## config.mk

```make
export PLATFORM = sky130hd
export DESIGN_NAME = mda_pattern_gen
export DESIGN_NICKNAME = d
export VERILOG_FILES = /design/src/rtl/mda_pkg.sv /design/src/rtl/mda_debounce.sv /design/src/rtl/mda_pattern_gen.sv
export SDC_FILE = /design/constraint.sdc
export NUM_CORES = 1
export LEC_CHECK = 0
export ABC_AREA = 1
export CAP_MARGIN = 20
export CORE_ASPECT_RATIO = 1.75
export CORE_MARGIN = 4
export CORE_UTILIZATION = 55
export CTS_CLUSTER_DIAMETER = 60
export DETAILED_ROUTE_END_ITERATION = 7
export PLACE_DENSITY = 0.83
export SYNTH_ARGS = -nofsm -noshare
export SYNTH_HDL_FRONTEND = slang
export SYNTH_HIERARCHICAL = 1
export SYNTH_SLANG_ARGS = --single-unit
```

## constraint.sdc

```tcl
create_clock -name clk -period 1.9 [get_ports clk]
set_input_delay 0.19 -clock clk [delete_from_list [all_inputs] [get_ports clk]]
set_output_delay 0.19 -clock clk [all_outputs]
set_load 0.02 [all_outputs]
```

## src/rtl/mda_pkg.sv

```systemverilog
// Shared constants and types for the MDA test-pattern generator.
package mda_pkg;

  localparam int H_ACTIVE_DEF = 720;
  localparam int V_ACTIVE_DEF = 350;
  localparam int PAT_COUNT    = 6;

  typedef enum logic [2:0] {
    PAT_BORDER   = 3'd0,
    PAT_VLINES   = 3'd1,
    PAT_FILL     = 3'd2,
    PAT_CHECKER  = 3'd3,
    PAT_CHARGRID = 3'd4,
    PAT_BLINK    = 3'd5
  } pattern_e;

  // 9x14 character cell of the MDA text mode
  localparam logic [3:0] COL_LAST = 4'd8;
  localparam logic [3:0] ROW_LAST = 4'd13;

  typedef struct packed {
    logic video;
    logic intensity;
    logic hsync;
    logic vsync;
  } pix_t;

  // Indices 6 and 7 are illegal and recover to the first pattern.
  function automatic logic [2:0] next_pattern(input logic [2:0] cur);
    return (cur >= 3'(PAT_COUNT - 1)) ? 3'd0 : cur + 3'd1;
  endfunction

endpackage

```

## src/rtl/mda_debounce.sv

```systemverilog
// Two-flop synchroniser and level debouncer for an active-low push button.
module mda_debounce #(
  parameter int DEBOUNCE_CYCLES = 1000000
) (
  input  logic clk,
  input  logic rst_n,
  input  logic in_n,
  output logic level,
  output logic fell
);

  localparam int                CNT_W    = $clog2(DEBOUNCE_CYCLES + 1);
  localparam logic [CNT_W-1:0]  CNT_LAST = CNT_W'(DEBOUNCE_CYCLES - 1);

  logic             sync_p1;
  logic             sync_p2;
  logic [CNT_W-1:0] cnt;
  logic             accept;

  // stage p1/p2: metastability synchroniser, idles released
  always_ff @(posedge clk or negedge rst_n) begin
    if (!rst_n) begin
      sync_p1 <= 1'b1;
      sync_p2 <= 1'b1;
    end else begin
      sync_p1 <= in_n;
      sync_p2 <= sync_p1;
    end
  end

  assign accept = (sync_p2 != level) && (cnt == CNT_LAST);
  assign fell   = accept && level;

  always_ff @(posedge clk or negedge rst_n) begin
    if (!rst_n) begin
      level <= 1'b1;
      cnt   <= '0;
    end else if (sync_p2 == level) begin
      cnt <= '0;
    end else if (accept) begin
      level <= sync_p2;
      cnt   <= '0;
    end else begin
      cnt <= cnt + 1'b1;
    end
  end

endmodule

```

## src/rtl/mda_pattern_gen.sv

```systemverilog
// MDA monitor test-pattern generator: button-selected pattern, rendered from the
// timing block's pixel coordinates and delayed two cycles together with the syncs.
module mda_pattern_gen
  import mda_pkg::*;
#(
  parameter int H_ACTIVE        = H_ACTIVE_DEF,
  parameter int V_ACTIVE        = V_ACTIVE_DEF,
  parameter int DEBOUNCE_CYCLES = 1000000
) (
  input  logic       clk,
  input  logic       rst_n,
  input  logic [9:0] x,
  input  logic [9:0] y,
  input  logic       valid,
  input  logic       hsync,
  input  logic       vsync,
  input  logic       newframe,
  input  logic       newline,
  input  logic       btn_n,
  output logic       pin_v,
  output logic       pin_i,
  output logic       pin_hsync,
  output logic       pin_vsync,
  output logic [2:0] pattern
);

  localparam logic [9:0] X_LAST = 10'(H_ACTIVE - 2);
  localparam logic [9:0] Y_LAST = 10'(V_ACTIVE - 2);
  localparam logic [9:0] Y_HALF = 10'(V_ACTIVE / 2);

  logic       btn_level;
  logic       btn_fell;
  logic       press;
  logic       pending;
  logic [7:0] frame_cnt;
  logic [3:0] col_cnt;
  logic [3:0] row_cnt;
  logic       border;
  logic       pat_v;
  pix_t       raw;
  pix_t       pix_p1;
  pix_t       pix_p2;

  mda_debounce #(
    .DEBOUNCE_CYCLES(DEBOUNCE_CYCLES)
  ) u_debounce (
    .clk  (clk),
    .rst_n(rst_n),
    .in_n (btn_n),
    .level(btn_level),
    .fell (btn_fell)
  );

  assign press = btn_fell && btn_level;

  // A press is latched until the next frame start so the picture never changes mid-frame.
  always_ff @(posedge clk or negedge rst_n) begin
    if (!rst_n) begin
      pattern <= 3'd0;
      pending <= 1'b0;
    end else if (newframe && (pending || press)) begin
      pattern <= next_pattern(pattern);
      pending <= 1'b0;
    end else if (press) begin
      pending <= 1'b1;
    end
  end

  always_ff @(posedge clk or negedge rst_n) begin
    if (!rst_n) begin
      frame_cnt <= 8'd0;
      col_cnt   <= 4'd0;
      row_cnt   <= 4'd0;
    end else begin
      if (newframe) begin
        frame_cnt <= frame_cnt + 8'd1;
      end
      if (!valid) begin
        col_cnt <= 4'd0;
      end else begin
        col_cnt <= (col_cnt == COL_LAST) ? 4'd0 : col_cnt + 4'd1;
      end
      if (newframe) begin
        row_cnt <= 4'd0;
      end else if (newline) begin
        row_cnt <= (row_cnt == ROW_LAST) ? 4'd0 : row_cnt + 4'd1;
      end
    end
  end

  assign border = (x < 10'd2) || (x > X_LAST) || (y < 10'd2) || (y > Y_LAST);

  always_comb begin
    pat_v = 1'b0;
    case (pattern)
      PAT_BORDER:   pat_v = border;
      PAT_VLINES:   pat_v = (x[3:0] == 4'd0);
      PAT_FILL:     pat_v = 1'b1;
      PAT_CHECKER:  pat_v = x[3] ^ y[3];
      PAT_CHARGRID: pat_v = (col_cnt == 4'd0) || (row_cnt == 4'd0);
      PAT_BLINK:    pat_v = border && frame_cnt[4];
      default:      pat_v = 1'b0;
    endcase
    raw.video     = valid && pat_v;
    raw.intensity = raw.video && (pattern == PAT_FILL) && (y < Y_HALF);
    raw.hsync     = hsync;
    raw.vsync     = vsync;
  end

  // stage p1 -> p2: video and syncs stay mutually aligned through both registers
  always_ff @(posedge clk or negedge rst_n) begin
    if (!rst_n) begin
      pix_p1 <= '0;
      pix_p2 <= '0;
    end else begin
      pix_p1 <= raw;
      pix_p2 <= pix_p1;
    end
  end

  assign pin_v     = pix_p2.video;
  assign pin_i     = pix_p2.intensity;
  assign pin_hsync = pix_p2.hsync;
  assign pin_vsync = pix_p2.vsync;

endmodule

```

==> results by group, run 1 <==
Outcome
  – Status: completed

STA
  – Final Slew Violations: 0
  – Max Freq: 609 MHz
  – Layout Skew: 10.7 ps
  – Min Tclk post-route: 1640 ps
  – Final setup viols: 0
  – Hold Slack: 299 ps
  – Final hold violations: 0
  – Tcrit/Tclk final: 86.4%
  – Setup WS post-layout: 258 ps
  – Fin Setup TNS: 0 ps
  – Worst Tran Pin Value: 581 ps
  – Relative max-transition margin: 61.2%
  – RSZ-0062 raised after global routing: no

Worst hold path
  – Hold Path Class: primary input to register

Clock tree
  – CTS tree: yes
  – Clock slew seen by the registers of the worst setup and hold paths: 80 ps
  – Resized Gates After CTS: 0
  – Hold Buf Count CTS: 1
  – Worst skew pair latency: 300 ps
  – Post-CTS Setup Repair Bufs: 0
  – Clock sink total: 48
  – Total CTS buffers: 5
  – Clk root buf: clkbuf_8
  – Clock tree buffer depth: 2
  – Htree depth: 2

Yosys
  – Post-Synth XOR/XNOR Area: 5.95%
  – Post-synthesis mux area share: 0.378%
  – Flops & latches, synth: 48
  – Largest cells by area after synthesis: dfrtp_1 43%, nand2_1 7.7%, nor2_1 6.5%
  – Sequential fraction of the synthesis area: 45.5%
  – Synth top area share: 42.5%
  – Synth Area in Adders: 5.67%
  – Synthesized cell area: 2650 um2
  – Largest family of logic cells by synthesized area: simple AND/OR/NAND/NOR gates
  – Yosys warns: 6
  – Largest area contributor in the netlist: dfrtp_1
  – Synthesized net count: 351
  – Simple-gate share of the synthesized area: 32.4%
  – Mapped Cells: 311
  – Syn avg cell area: 8.51 um2
  – Synth cell types: 31
  – Complex-gate fraction of the synthesized area: 4.49%

Place
  – Hpwl dp: 4.11 mm
  – Worst slack, placed: 253 ps
  – Port buffer count: 34
  – Final Wtd Congestion: 0.878

Critical path
  – CP Capture Type: register
  – Critical Path Most Common Cell: nand2_1
  – CP required: 2120 ps
  – Cell Chain, Critical Path: nand2_1 -> nor2_2 -> nand2_2 -> nor2_1 -> nand2_1 -> nor2_1 -> nand2_1 -> a21oi_2 -> o21ai_1 -> mux2i_1
  – Slowest CP cell: dfrtp_1
  – Critical Path Fanout Max: 6
  – Crit Path Category: register to register
  – WP data arrival: 1860 ps
  – Slowest stage delay, CP: 440 ps
  – Critical Path Start Type: register

Detailed routing
  – Routed wire length: 5.30 mm
  – Pre-Repair DR Iteration Count: 4
  – Residual DRC: 0
  – Via count: 2149
  – Post-route ant nets: 0
  – Iteration-0 DRC Markers: 77
  – Vias per cell: 5.28
  – Routed WL per cell: 13.0 um

Final layout
  – Number of diodes: 0
  – Area growth, synth to finish: 19.3%
  – Commonest non-fill, non-tap cell in the layout: nand2_1
  – Highest-count cells in the layout ignoring fill and taps: 54 x nand2_1, 46 x nor2_1, 45 x dfrtp_1, 33 x clkdlybuf4s50_1, 30 x inv_1
  – Layout cells sized above 1: 14.1%
  – Final #Nets: 394
  – Fillers: 372

Floorplan
  – Die Y-Extent: 99.8 um
  – Site row count: 33
  – Starting Density: 56.7%
  – Die ar.: 6030 um2
  – Core ar.: 4670 um2
  – IO Pins: 35
  – Chip width: 60.4 um

Global route
  – Largest net degree at the start of global routing: 49
  – First-pass GRT wire length: 9.25 mm
  – Vias in the first global route: 2221
  – Initial antenna violation count: 0
  – Tot GR Track Use: 20.0%
  – Gr ovfl total: 0

Power and ir drop
  – Leakage: 1.45 nW
  – PD cells: 726 nW/um2
  – Worst VDD drop: 0.748 mV

Flow run
  – Maxcap violations: 0
==> cell usage after synthesis <==
cell / number
nand3_2: 2
dfrtp_1: 45
a21oi_1: 8
nor3b_1: 1
ha_1: 12
nand4_1: 9
a21oi_2: 1
nor2_2: 10
o21a_1: 1
nor2_4: 7
nor3_1: 5
mux2i_1: 1
o21ai_1: 6
nor2_1: 46
nand2_4: 3
o22ai_1: 3
xor2_1: 14
xnor2_1: 4
o211ai_1: 1
or2_2: 1
inv_1: 30
nand3b_1: 2
nand3_1: 26
dfstp_2: 3
nor3_2: 1
buf_2: 1
nand2_1: 54
inv_2: 6
buf_4: 1
nand2_2: 6
a31oi_1: 1
==> cell families (layout without fill, tap and decap cells) <==
group           count (synthesis)  in the layout
compound gates                 21             21
mux                             1              1
flops                          48             48
buf+inv                        38             82
xor+xnor                       18             18
simple gates                  173            173
fa+ha+maj                      12             12
==> state kept, by name, summed over array words and instances (netlist names) <==
register,count
u_debounce/cnt,20
pin_v,1
pin_vsync,1
pattern,3
row_cnt,4
pin_hsync,1
u_debounce/sync_p1,1
u_debounce/level,1
pin_i,1
frame_cnt,5
pix_p1,4
pending,1
col_cnt,4
u_debounce/sync_p2,1
==> metrics by stage <==
step / utilization [%] / area (um2) / power (W) / cells
final: 67.7 / 3160 / 0.00229 / 407
after detailed placement: 65.5 / 3060 / 0.00170 / 398
after CTS: 67.7 / 3160 / 0.00232 / 407
after floorplan: - / 2650 / 0.00150 / 311
after global routing: 67.7 / 3160 / 0.00245 / 407
after global placement: 65.5 / 3060 / 0.00168 / 398
==> layout make-up <==
cell class | count | area [um2] | share of cell area, %
Timing Repair Buffer | 38 | 368 | 11.6
Sequential cell | 48 | 1200 | 38.2
Inverter | 36 | 135 | 4.28
Clock buffer | 8 | 90.1 | 2.85
Multi-Input combinational cell | 225 | 1290 | 41.0
Tap cell | 52 | 65.1 | 2.06
==> where the power goes <==
part | leakage [nW] | switching [W] | internal (W)
sequential | 0.626 | 0.0000948 | 0.00113
combinational | 0.774 | 0.000241 | 0.000215
clock | 0.0455 | 0.000313 | 0.000297
total | 1.45 | 0.000649 | 0.00164
==> routing by layer <==
| metal | up-vias | wire (um) | global-route usage, % |
|---|---|---|---|
| met3 | 14 | 207 | 3.86 |
| met5 | - | 0 | 0 |
| li1 | 1082 | - | - |
| met4 | 0 | 132 | 7.85 |
| met2 | 54 | 3010 | 38.1 |
| met1 | 999 | 1950 | 20.2 |
==> critical path, delay by kind of cell (launching register included) <==
kind | cells | cell delay (ps)
mux | 1 | 130
simple gates | 7 | 690
compound gates | 2 | 320
flops | 1 | 440
==> final timing paths <==
kind,from,end,slack [ps],cells after the start
min reg2reg,pix_p1[1],pin_hsync,350,0
max in group asynchronous,rst_n,row_cnt[0],980,3
min in group asynchronous,rst_n,pix_p1[0],510,3
min,btn_n,u_debounce/sync_p1,300,1
max,u_debounce/cnt[3],pattern[0],260,10
max reg2reg,u_debounce/cnt[3],pattern[0],260,10
(Power assumes the default switching activity.)
==> inputs of run 2 (changes only) <==
- ABC_CLOCK_PERIOD_IN_PS: default -> 1900
- CELL_PAD_IN_SITES_DETAIL_PLACEMENT: default -> 1
- CELL_PAD_IN_SITES_GLOBAL_PLACEMENT: default -> 2
- CORE_UTILIZATION: 55 -> 33
- PLACE_DENSITY: 0.83 -> 0.82
- RECOVER_POWER: default -> 100
==> run 2 against run 1 <==
Fmax is 2.7% lower. Via count is 2.9% higher. Sequential power hardly changed. Setup slack worse by 46 ps. Clock power is 66% higher. Global-route usage is 4.3 points lower.
==> results by group, run 2 (same netlist as run 1, synthesis figures left out) <==
Detailed routing
  – Residual DRC: 0
  – Met1 WL: 2.32 mm
  – Iteration-0 DRC Markers: 75
  – Max layer used: met4
  – Via count: 2211
  – Post-route ant nets: 0
  – Pre-Repair DR Iteration Count: 4
  – Routed WL per cell: 14.7 um
  – Routed wire length: 6.59 mm
  – Met2 routed WL: 3.93 mm
  – Vias per cell: 4.94
  – Routed wl met3: 199 um

Critical path
  – Setup crit start: u_debounce/cnt[15]
  – Reg2reg start: u_debounce/cnt[15]
  – Worst R2R Setup Slack: 210 ps
  – WP data arrival: 1900 ps
  – Crit Path Category: register to register
  – Top delay family on crit path: simple AND/OR/NAND/NOR gates
  – Slowest stage delay, CP: 430 ps
  – Crit Reg-Reg Endpoint: pattern[0]
  – Cells on worst reg2reg path: 11
  – Critical Path Fanout Max: 5
  – CP required: 2110 ps
  – Slowest CP cell: dfrtp_2
  – Cell Chain, Critical Path: inv_1 -> nand2_1 -> nor2_1 -> nand3_1 -> nor2_1 -> nand2_1 -> nor2_1 -> nand2_1 -> a21oi_2 -> o21ai_1 -> mux2i_1
  – Worst Path Buf+Inv: 1
  – CP Capture Type: register
  – Critical Path Start Type: register

Floorplan
  – IO Pins: 35
  – Site row count: 43
  – Starting Density: 33.7%
  – Core ar.: 7860 um2
  – Die Y-Extent: 126 um
  – Chip width: 75.7 um
  – Die ar.: 9580 um2

Clock tree
  – Htree depth: 2
  – Clock slew seen by the registers of the worst setup and hold paths: 60 ps
  – Worst skew pair latency: 290 ps
  – Clock tree buffer depth: 2
  – CTS tree: yes
  – Clock sink total: 48
  – Clk root buf: clkbuf_16
  – Total CTS buffers: 5

Outcome
  – Status: completed

Flow run
  – Maxcap violations: 0

Final layout
  – Largest registers: u_debounce/cnt (20), frame_cnt (5)
  – Area growth, synth to finish: 24.7%
  – Highest-count cells in the layout ignoring fill and taps: 55 x nand2_1, 48 x nor2_1, 44 x dfrtp_1, 32 x inv_1, 26 x nand3_1
  – Biggest register: u_debounce/cnt
  – Final #Nets: 397
  – Number of diodes: 0
  – Fillers: 934
  – Commonest non-fill, non-tap cell in the layout: nand2_1
  – Max reg flops: 20
  – Layout cells sized above 1: 13.1%

Power and ir drop
  – Total chip power: 0.00269 W
  – Worst VDD drop: 0.404 mV
  – PD cells: 816 nW/um2
  – Leakage: 1.51 nW

STA
  – Relative max-transition margin: 17.9%
  – Final Slew Violations: 0
  – RSZ-0062 raised after global routing: no
  – Fin Setup TNS: 0 ps
  – Max Freq: 592 MHz
  – Tcrit/Tclk final: 88.8%
  – Layout Skew: 6.94 ps
  – Final setup viols: 0
  – Worst Tran Pin Value: 1230 ps
  – Min Tclk post-route: 1690 ps
  – Final hold violations: 0

Place
  – Port buffer count: 34
  – Hpwl dp: 5.19 mm
  – Final Wtd Congestion: 0.773

Worst hold path
  – Hold Startpoint: pix_p1[2]
  – Hold endpoint: pin_i
  – Cell count of the worst hold path: 0
  – Hold Path Class: register to register

Global route
  – Tot GR Track Use: 15.7%
  – Initial antenna violation count: 0
  – First-pass GRT wire length: 11.2 mm
  – Gr ovfl total: 0
  – Vias in the first global route: 2445
  – Largest net degree at the start of global routing: 28
==> run 2: final cells by class <==
cell class	count	area [um2]	area share [%]
Tap cell	90	113	3.41
Multi-Input combinational cell	225	1290	39.0
Timing Repair Buffer	41	395	12.0
Clock inverter	2	35.0	1.06
Clock buffer	6	129	3.90
Inverter	36	135	4.09
Sequential cell	48	1210	36.5
==> run 2: worst max path at each step <==
stage,cells past startpoint,endpoint,slack [ps]
2_1_floorplan,10,pattern[0],360
3_3_place_gp,11,pattern[0],290
3_5_place_dp,11,pattern[0],190
4_1_cts,10,pattern[0],180
5_1_grt,11,pattern[0],9
6_report,11,pattern[0],210
==> run 2: where the power goes <==
group	switching (W)	internal [W]	leakage [nW]
Combinational	0.000243	0.000208	0.801
Sequential	0.000102	0.00113	0.625
Clock	0.000387	0.000620	0.0808
==> run 2: timing repair <==
item                                    CTS  global route
endpoints found under the hold margin    21             0
hold buffers                              1             0
buffers inserted                          0             2
gates resized for setup                   0             1
endpoints found under the setup margin    0             3
==> run 2: metal layers <==
layer  up-vias  track usage [%]
met1      1091             14.9
met2        34             30.7
li1       1079                -
met5         -                0
met4         0             6.18
met3         7             2.93
==> run 2: through the flow <==
stage	hold slack, ps	area, um2	util (%)	setup slack, ps	instances
2_1_floorplan	-106	2650	-	363	311
3_3_place_gp	188	3130	39.8	288	437
3_5_place_dp	199	3130	39.8	193	437
4_1_cts	324	3300	42.0	179	446
5_1_grt	356	3300	42.0	8.92	448
6_report	349	3300	42.0	212	448
